**config.mk**
```make
export PLATFORM = sky130hd
export DESIGN_NAME = timer_tick_multi_flat
export DESIGN_NICKNAME = d
export VERILOG_FILES = /design/src/rtl/timer_tick_multi_if.sv /design/src/rtl/timer_tick_multi.sv /design/src/flat_wrapper.sv
export SDC_FILE = /design/constraint.sdc
export NUM_CORES = 1
export LEC_CHECK = 0
export BUFFER_PORTS_ARGS = -buffer_cell sky130_fd_sc_hd__buf_2
export CAP_MARGIN = 10
export CORE_MARGIN = 2
export CORE_UTILIZATION = 50
export DETAILED_ROUTE_END_ITERATION = 8
export MAX_ROUTING_LAYER = met4
export PLACE_DENSITY = 0.77
export SETUP_SLACK_MARGIN = 0.02
export SYNTH_ARGS = -nofsm -noshare
export SYNTH_HDL_FRONTEND = slang
export SYNTH_HIERARCHICAL = 1
export SYNTH_SLANG_ARGS = --single-unit
```
**constraint.sdc**
```tcl
create_clock -name clk -period 10.85 [get_ports clk]
set_clock_uncertainty 0.15 [all_clocks]
set_input_delay 0 -clock clk [delete_from_list [all_inputs] [get_ports clk]]
set_output_delay 0 -clock clk [all_outputs]
set_load 0.01 [all_outputs]
```
**src/rtl/timer_tick_multi_if.sv**
```systemverilog
// Configuration/control bundle for timer_tick_multi: the master drives config
// writes and start/stop pulses; the timer block returns per-channel status.
interface timer_tick_multi_if #(
  parameter int NUM_CH    = 4,
  parameter int CNT_WIDTH = 26
);
  localparam int CH_W = (NUM_CH > 1) ? $clog2(NUM_CH) : 1;

  logic                 cfg_we;
  logic [CH_W-1:0]      cfg_ch;
  logic [CNT_WIDTH-1:0] cfg_period;
  logic                 cfg_oneshot;
  logic [NUM_CH-1:0]    start;
  logic [NUM_CH-1:0]    stop;
  logic [NUM_CH-1:0]    tick;
  logic [NUM_CH-1:0]    busy;
  logic [NUM_CH-1:0]    done;

  modport master (
    output cfg_we, cfg_ch, cfg_period, cfg_oneshot, start, stop,
    input  tick, busy, done
  );

  modport slave (
    input  cfg_we, cfg_ch, cfg_period, cfg_oneshot, start, stop,
    output tick, busy, done
  );
endinterface

```
**src/rtl/timer_tick_multi.sv**
```systemverilog
// Multi-channel programmable tick generator. Each channel holds a shadow
// config (written any time) and an active config (loaded on start and at
// every terminal count), so a mid-run write never truncates a period.

// One timer channel: IDLE/RUN FSM, up-counter, shadow/active config.
module timer_tick_ch #(
  parameter int CNT_WIDTH      = 26,
  parameter int DEFAULT_PERIOD = 25_000_000
) (
  input  logic                 clk,
  input  logic                 rst_n,
  input  logic                 cfg_we,
  input  logic [CNT_WIDTH-1:0] cfg_period,
  input  logic                 cfg_oneshot,
  input  logic                 start,
  input  logic                 stop,
  output logic                 tick,
  output logic                 busy,
  output logic                 done
);
  typedef enum logic {IDLE = 1'b0, RUN = 1'b1} state_t;

  localparam logic [CNT_WIDTH-1:0] DEF_PER = CNT_WIDTH'(DEFAULT_PERIOD);

  state_t               state, state_nxt;
  logic [CNT_WIDTH-1:0] cnt, cnt_nxt;
  logic [CNT_WIDTH-1:0] sh_per, act_per, act_per_nxt, per_eff;
  logic                 sh_os, act_os, act_os_nxt;
  logic                 tick_nxt, done_nxt, term;

  // A programmed period of 0 is treated as 1.
  assign per_eff = (act_per == '0) ? CNT_WIDTH'(1) : act_per;
  assign term    = (state == RUN) && (cnt == per_eff - CNT_WIDTH'(1));
  assign busy    = (state == RUN);

  // State, counter, active config and registered outputs.
  always_ff @(posedge clk or negedge rst_n) begin
    if (!rst_n) begin
      state   <= IDLE;
      cnt     <= '0;
      act_per <= DEF_PER;
      act_os  <= 1'b0;
      tick    <= 1'b0;
      done    <= 1'b0;
    end else begin
      state   <= state_nxt;
      cnt     <= cnt_nxt;
      act_per <= act_per_nxt;
      act_os  <= act_os_nxt;
      tick    <= tick_nxt;
      done    <= done_nxt;
    end
  end

  // Shadow config captures every write addressed to this channel.
  always_ff @(posedge clk or negedge rst_n) begin
    if (!rst_n) begin
      sh_per <= DEF_PER;
      sh_os  <= 1'b0;
    end else if (cfg_we) begin
      sh_per <= cfg_period;
      sh_os  <= cfg_oneshot;
    end
  end

  // Next state: stop beats start beats terminal count.
  always_comb begin
    state_nxt   = state;
    cnt_nxt     = cnt;
    act_per_nxt = act_per;
    act_os_nxt  = act_os;
    if (stop) begin
      state_nxt = IDLE;
      cnt_nxt   = '0;
    end else if (start) begin
      state_nxt   = RUN;
      cnt_nxt     = '0;
      act_per_nxt = sh_per;
      act_os_nxt  = sh_os;
    end else if (term) begin
      cnt_nxt     = '0;
      act_per_nxt = sh_per;
      act_os_nxt  = sh_os;
      if (act_os) state_nxt = IDLE;
    end else if (state == RUN) begin
      cnt_nxt = cnt + CNT_WIDTH'(1);
    end
  end

  // Next outputs: tick on an uninterrupted terminal count, sticky done for one-shot.
  always_comb begin
    tick_nxt = term && !stop && !start;
    done_nxt = done;
    if (start && !stop)
      done_nxt = 1'b0;
    else if (tick_nxt && act_os)
      done_nxt = 1'b1;
  end
endmodule

// Top: array of channels, write decode by channel index.
module timer_tick_multi #(
  parameter int NUM_CH         = 4,
  parameter int CNT_WIDTH      = 26,
  parameter int DEFAULT_PERIOD = 25_000_000
) (
  input  logic               clk,
  input  logic               rst_n,
  timer_tick_multi_if.slave  bus
);
  localparam int CH_W = (NUM_CH > 1) ? $clog2(NUM_CH) : 1;

  logic [NUM_CH-1:0] tick_v, busy_v, done_v;

  for (genvar i = 0; i < NUM_CH; i++) begin : g_ch
    // Indices >= NUM_CH match no channel, so such writes are dropped.
    logic we_ch;
    assign we_ch = bus.cfg_we && (bus.cfg_ch == CH_W'(i));

    timer_tick_ch #(
      .CNT_WIDTH      (CNT_WIDTH),
      .DEFAULT_PERIOD (DEFAULT_PERIOD)
    ) u_ch (
      .clk         (clk),
      .rst_n       (rst_n),
      .cfg_we      (we_ch),
      .cfg_period  (bus.cfg_period),
      .cfg_oneshot (bus.cfg_oneshot),
      .start       (bus.start[i]),
      .stop        (bus.stop[i]),
      .tick        (tick_v[i]),
      .busy        (busy_v[i]),
      .done        (done_v[i])
    );
  end

  assign bus.tick = tick_v;
  assign bus.busy = busy_v;
  assign bus.done = done_v;
endmodule

```
**src/flat_wrapper.sv**
```systemverilog
// flat-port wrapper written by rule: the top's interface ports become plain ports
module timer_tick_multi_flat 
#(
  parameter int NUM_CH         = 4,
  parameter int CNT_WIDTH      = 26,
  parameter int DEFAULT_PERIOD = 25_000_000
)
  (clk, rst_n, bus_cfg_we, bus_cfg_ch, bus_cfg_period, bus_cfg_oneshot, bus_start, bus_stop, bus_tick, bus_busy, bus_done);
  timer_tick_multi_if #(.NUM_CH(NUM_CH), .CNT_WIDTH(CNT_WIDTH)) bus_i ();
  input  logic clk;
  input  logic rst_n;
  input wire logic [$bits(bus_i.cfg_we)-1:0] bus_cfg_we;
  input wire logic [$bits(bus_i.cfg_ch)-1:0] bus_cfg_ch;
  input wire logic [$bits(bus_i.cfg_period)-1:0] bus_cfg_period;
  input wire logic [$bits(bus_i.cfg_oneshot)-1:0] bus_cfg_oneshot;
  input wire logic [$bits(bus_i.start)-1:0] bus_start;
  input wire logic [$bits(bus_i.stop)-1:0] bus_stop;
  output wire logic [$bits(bus_i.tick)-1:0] bus_tick;
  output wire logic [$bits(bus_i.busy)-1:0] bus_busy;
  output wire logic [$bits(bus_i.done)-1:0] bus_done;
  assign bus_i.cfg_we = bus_cfg_we;
  assign bus_i.cfg_ch = bus_cfg_ch;
  assign bus_i.cfg_period = bus_cfg_period;
  assign bus_i.cfg_oneshot = bus_cfg_oneshot;
  assign bus_i.start = bus_start;
  assign bus_i.stop = bus_stop;
  assign bus_tick = bus_i.tick;
  assign bus_busy = bus_i.busy;
  assign bus_done = bus_i.done;
  timer_tick_multi #(.NUM_CH(NUM_CH), .CNT_WIDTH(CNT_WIDTH), .DEFAULT_PERIOD(DEFAULT_PERIOD)) u_core (.clk(clk), .rst_n(rst_n), .bus(bus_i));
endmodule
```
Word level (Yosys, flattened, before mapping)
Cells that the tools add are included.
{"block": "word_totals", "register_bits": 332, "word_cells": 176}
{"block": "classes", "n_addsub": 8, "n_eq_ne": 7, "n_mux": 60, "bitwise_logic": 4, "reduce_logical": 65}
{"operator": "26-bit two-way mux", "count": 28}
{"operator": "26-bit by 1-bit adder with 26-bit output, second input constant", "count": 4}
{"operator": "26-bit equality test", "count": 4}
{"operator": "26-bit zero test", "count": 4}
{"operator": "26-bit by 1-bit subtractor with 26-bit output, second input constant", "count": 4}
{"operator": "1-bit two-way mux", "count": 32}
{"operator": "1-bit logical AND", "count": 24}
{"operator": "3-bit nonzero test", "count": 8}
{"operator": "2-bit AND reduction", "count": 8}
{"operator": "2-bit nonzero test", "count": 8}
{"operator": "4-bit nonzero test", "count": 4}
{"operator": "1-bit zero test", "count": 8}
{"operator": "2-bit equality test, second input constant", "count": 2}
{"operator": "1-bit inverter", "count": 4}
{"operator": "2-bit by 1-bit equality test with 1-bit output, second input constant", "count": 1}
{"operator": "2-bit zero test", "count": 1}

Depth between registers and ports, before layout
{"block": "logic_depth", "ltp_word": 10, "depth_mapped": 17, "depth_no_buf": 13}

Hierarchy
The synthesis kept the hierarchy.
{"module": "timer_tick_ch at u_core.g_ch[0].u_ch ...", "instances": 2, "cells_per_inst": 563, "area_per_inst_um2": 5345.1, "seq_area_each_um2": 2107.0}
{"module": "timer_tick_ch at u_core.g_ch[2].u_ch ...", "instances": 2, "cells_per_inst": 526, "area_per_inst_um2": 5122.4, "seq_area_each_um2": 2107.0}
{"module": "timer_tick_multi", "instances": 1, "cells_per_inst": 4, "area_per_inst_um2": 37.5, "seq_area_each_um2": 0.0}

Worst setup path after synthesis
Ideal clock, no wire load.
{"block": "synth_path", "path_type": "reg-to-reg", "startpoint": "register u_core.g_ch[0].u_ch.act_per[12]", "endpoint": "register u_core.g_ch[0].u_ch.act_per[0]", "setup_ns": 0.070, "arrival_ns": 3.794, "required_time_ns": 10.630, "path_slack_ns": 6.836, "stages_incl_launch_ff": 16, "path_buffers": 2, "cell_sequence": "dfstp_2 clkbuf_1 nor3_1 nand4bb_1 nor2_1 a21oi_1 ha_1 nor3b_1 nand4_1 xnor2_1 nand4b_1 a2111oi_2 nand4_4 clkbuf_2 or4b_1 nand3_1"}
{"block": "synth_between", "elab_chain_cells": 7}
{"item": "from (decl)", "line": "timer_tick_multi.sv:27", "source": "logic [CNT_WIDTH-1:0] sh_per, act_per, act_per_nxt, per_eff;"}
{"item": "from (signal assigned)", "line": "timer_tick_multi.sv:48", "source": "act_per <= act_per_nxt;"}
{"item": "26-bit zero test", "line": "timer_tick_multi.sv:32", "source": "assign per_eff = (act_per == '0) ? CNT_WIDTH'(1) : act_per;"}
{"item": "26-bit two-way mux (*)", "line": "timer_tick_multi.sv:32"}
{"item": "26-bit by 1-bit subtractor with 26-bit output (*)", "line": "timer_tick_multi.sv:33", "source": "assign term = (state == RUN) && (cnt == per_eff - CNT_WIDTH'(1));"}
{"item": "26-bit equality test (*)", "line": "timer_tick_multi.sv:33"}
{"item": "1-bit logical AND (*)", "line": "timer_tick_multi.sv:33"}
{"item": "2-bit nonzero test (no source line) (*)"}
{"item": "2-bit AND reduction (no source line) (*)"}
Every way passes the cells marked *; elsewhere a longest branch is shown, timed or not.
A chain may end at the register's enable or synchronous reset.

Final worst setup path
{"block": "layout_path", "startpoint": "register u_core.g_ch[0].u_ch.act_per[16]", "endpoint": "register u_core.g_ch[0].u_ch.state"}
{"block": "layout_between", "elab_chain_cells": 7}
{"item": "26-bit zero test", "line": "timer_tick_multi.sv:32"}
{"item": "26-bit two-way mux (*)", "line": "timer_tick_multi.sv:32"}
{"item": "26-bit by 1-bit subtractor with 26-bit output (*)", "line": "timer_tick_multi.sv:33"}
{"item": "26-bit equality test (*)", "line": "timer_tick_multi.sv:33"}
{"item": "1-bit logical AND (*)", "line": "timer_tick_multi.sv:33"}
{"item": "3-bit nonzero test (no source line) (*)"}
{"item": "2-bit AND reduction (no source line) (*)"}
{"item": "to (signal assigned)", "line": "timer_tick_multi.sv:46", "source": "state <= state_nxt;"}
{"item": "to (decl)", "line": "timer_tick_multi.sv:25", "source": "state_t state, state_nxt;"}
Marked as above.

==> results.txt <==
worst-path maximum fanout - 55
post-layout worst setup margin - 4.74 ns
Synth Area in Simple Gates - 26.2%
Critical Path RT - 11.14 ns
Multi-input gate area - 11700 um^2
first-pass GRT wire length - 92900 um
antenna violations before repair - 3
Top delay family on crit path - simple AND/OR/NAND/NOR gates
WP buf/inv - 1
initial DRC count - 1835
Post-Syn Nets - 2230
Placer Congestion - 0.941
Die X - 209 um
CP Depth - 14
crit path DAT - 6.40 ns
crit path kind - reg2reg
cts bufs inserted - 38
top cell type's share of synthesized area - 28.2%
largest net degree at the start of global routing - 174
final hold slack - 0.0337 ns
max frequency - 164 MHz
layout filler cell count - 3658
Compound-Gate Fraction of Synth Area - 13.6%
Die Ht - 209 um
post-synthesis register bit count - 332
post-synthesis mux area share - 5.91%
Adder-Cell Fraction of Synth Area - 0.477%
Reg area - 8430 um^2
CP Cell Sequence - or4_1 > nand4bb_1 > nor2_1 > a21oi_1 > ha_1 > nor3b_1 > nand4_1 > xnor2_1 > nand4b_1 > a2111oi_2 > nand4_4 > nor2_2 > a211oi_1 > dlygate4sd3_1
Worst-Skew Late Latency - 0.56 ns
Tcrit/Tclk final - 56.3%
share of layout cells above drive strength 1 - 18.2%
largest family of logic cells by synthesized area - simple AND/OR/NAND/NOR gates
status - finished, final reports clean
synthesized area - 21000 um^2
Critical Path End Type - flip-flop
Syn Inst Count - 2182
Max Buffers Root-to-Sink - 3
vias in the first global route - 16900
Rel. slew slack - 12.3%
syn avg cell area - 9.61 um^2
Synth Area in XOR/XNOR - 9.19%
worst setup path start - u_core/g_ch[0].u_ch/act_per[16]
CTS Sinks - 332
R2R setup slack - 4.74 ns
max-cap viol count - 0
Reg clk slew, reported paths - 0.06 ns
die area - 43600 um^2
RSZ-0062 raised after global routing - no
final wirelength - 57900 um
Reg2Reg Capture Point - u_core/g_ch[0].u_ch/busy
IO Count - 52
GRT Total Usage - 27.0%
slowest stage delay, CP - 1.10 ns
Layout area overhead - 9.87%
FP Rows - 75
drc violations - 0
EDFF count, synth - 0
main flop type after synthesis - dfrtp_1
Worst Hold Class - in2reg
grt total ovfl - 0
number of buffers added on ports - 51
pre-CTS WS - 5.32 ns
count leader, synth - dfrtp_1
Max Slew Vio Count - 0
Nets - 2208
initial core utilization - 50.3%
top post-synthesis cells by area - dfrtp_1 28%, dfstp_2 12%, mux2_2 5.9%
Ys Warns - 6
Synth cell types - 81
Pre-Repair DR Iteration Count - 7
Least-Margin Pin Slew - 1.31 ns
sequential area share after synthesis - 40.2%
DR vias - 17800
R2R Path Start - u_core/g_ch[0].u_ch/act_per[16]
Worst R2R Path Depth - 14
slowest CP cell - nor2_2
leakage - 8.40 nW
clk root buf - clkbuf_16
Max H-tree Level - 2
synth cell count leaders - 236 x dfrtp_1, 160 x nand2_1, 122 x nor3_1
Vias/cell - 6.50
DP Wirelength - 38200 um
CTS tree - built
ys async rst share - 100%
startpoint types - flip-flop
setup tns final - 0 ns
maximum VDD drop - 95.1 uV
setup bufs post-CTS - 0
cell taking the most area after synthesis - dfrtp_1
fin crit period - 6.11 ns
DRT antenna net count - 0
endpoints failing hold - 0
Pwr per Cell Area - 155 nW/um^2
crit path to - u_core/g_ch[0].u_ch/busy
final setup violation count - 0
drt wl/cell - 21.2 um
core area - 41700 um^2
[metrics by stage]
stage / util (%) / total power [mW] / area (um^2) / cells
detailed placement: 51.2 / 2.25 / 21300 / 2618
CTS: 55.2 / 3.59 / 23000 / 2728
floorplan: - / 2.05 / 21000 / 2182
global placement: 51.2 / 2.22 / 21300 / 2618
finish: 55.3 / 3.58 / 23000 / 2732
global route: 55.3 / 3.73 / 23000 / 2732
[layer usage]
metal	part of all wire, %	routed length (um)	GRT usage (%)
met5	0	0	-
met4	4.0	2300	11.2
met3	5.7	3300	3.35
met2	46	26800	40.9
met1	44	25400	36.8
[kinds of logic after synthesis]
group | after synthesis
buf+inv | 210
simple gates | 950
mux | 110
compound gates | 352
fa+ha+maj | 8
xor+xnor | 220
flops | 332
[final cells by class]
cell class,count,area share [%]
timing repair buffer,112,3.79
antenna,3,0.0326
inverter,36,0.586
clock buffer,54,4.88
tap,539,2.93
clock inverter,16,0.641
multi-input combinational,1640,50.6
sequential,332,36.6
[worst min-delay path: cells and delay by family]
family | cells | cell delay, ns
buffers and inverters | 2 | 0.39
muxes | 1 | 0.27
and+or+nand+nor | 1 | 0.05
[sequential cells by signal, summed over array words and instances (netlist names)]
| name | count |
|---|---|
| u_core/g_ch.u_ch/sh_os | 4 |
| u_core/g_ch.u_ch/act_os | 4 |
| u_core/g_ch.u_ch/tick | 4 |
| u_core/g_ch.u_ch/done | 4 |
| u_core/g_ch.u_ch/act_per | 104 |
| u_core/g_ch.u_ch/cnt | 104 |
| u_core/g_ch.u_ch/busy | 4 |
| u_core/g_ch.u_ch/sh_per | 104 |
[cell usage in the layout (no fill, tap or decap), drive strengths merged, types with 18 or more instances in the layout]
master	instances
or4b	56
and3	31
and2	18
nand3	110
nand4	86
xor2	110
nand2b	70
dfrtp	236
dfstp	96
a22oi	58
inv	36
xnor2	110
buf	73
a222oi	54
mux2	110
o21ai	26
nor2	96
nor4	48
or3	20
a21oi	22
nor3	122
nand2	160
or4	24
nor2b	56
o211ai	76
dlygate4sd3	39
clkbuf	54
[how the worst min path moves through the flow]
stage / start / endpoint / slack [ns] / depth (start not counted)
2_1_floorplan: rst_n / u_core/g_ch[0].u_ch/act_os / -0.45 / 0
3_3_place_gp: rst_n / u_core/g_ch[3].u_ch/cnt[7] / -0.11 / 1
3_5_place_dp: rst_n / u_core/g_ch[3].u_ch/cnt[7] / -0.10 / 1
4_1_cts: bus_cfg_ch[0] / u_core/g_ch[0].u_ch/sh_per[19] / 0.0003 / 4
5_1_grt: bus_cfg_ch[0] / u_core/g_ch[0].u_ch/sh_per[24] / 0.05 / 4
6_report: bus_cfg_ch[0] / u_core/g_ch[0].u_ch/sh_per[1] / 0.03 / 4
[repair_timing]
action | CTS | global route
endpoints found under the hold margin | 301 | 0
resized for setup | 0 | 0
hold buffers | 40 | 0
[report_power, final]
group	switching [mW]	leakage (nW)	total, mW	internal [mW]
Sequential	0.213	3.99	1.65	1.44
Clock	0.545	0.619	1.32	0.774
Combinational	0.316	3.80	0.604	0.289
Total	1.07	8.40	3.58	2.50
(Power assumes the default switching activity.)
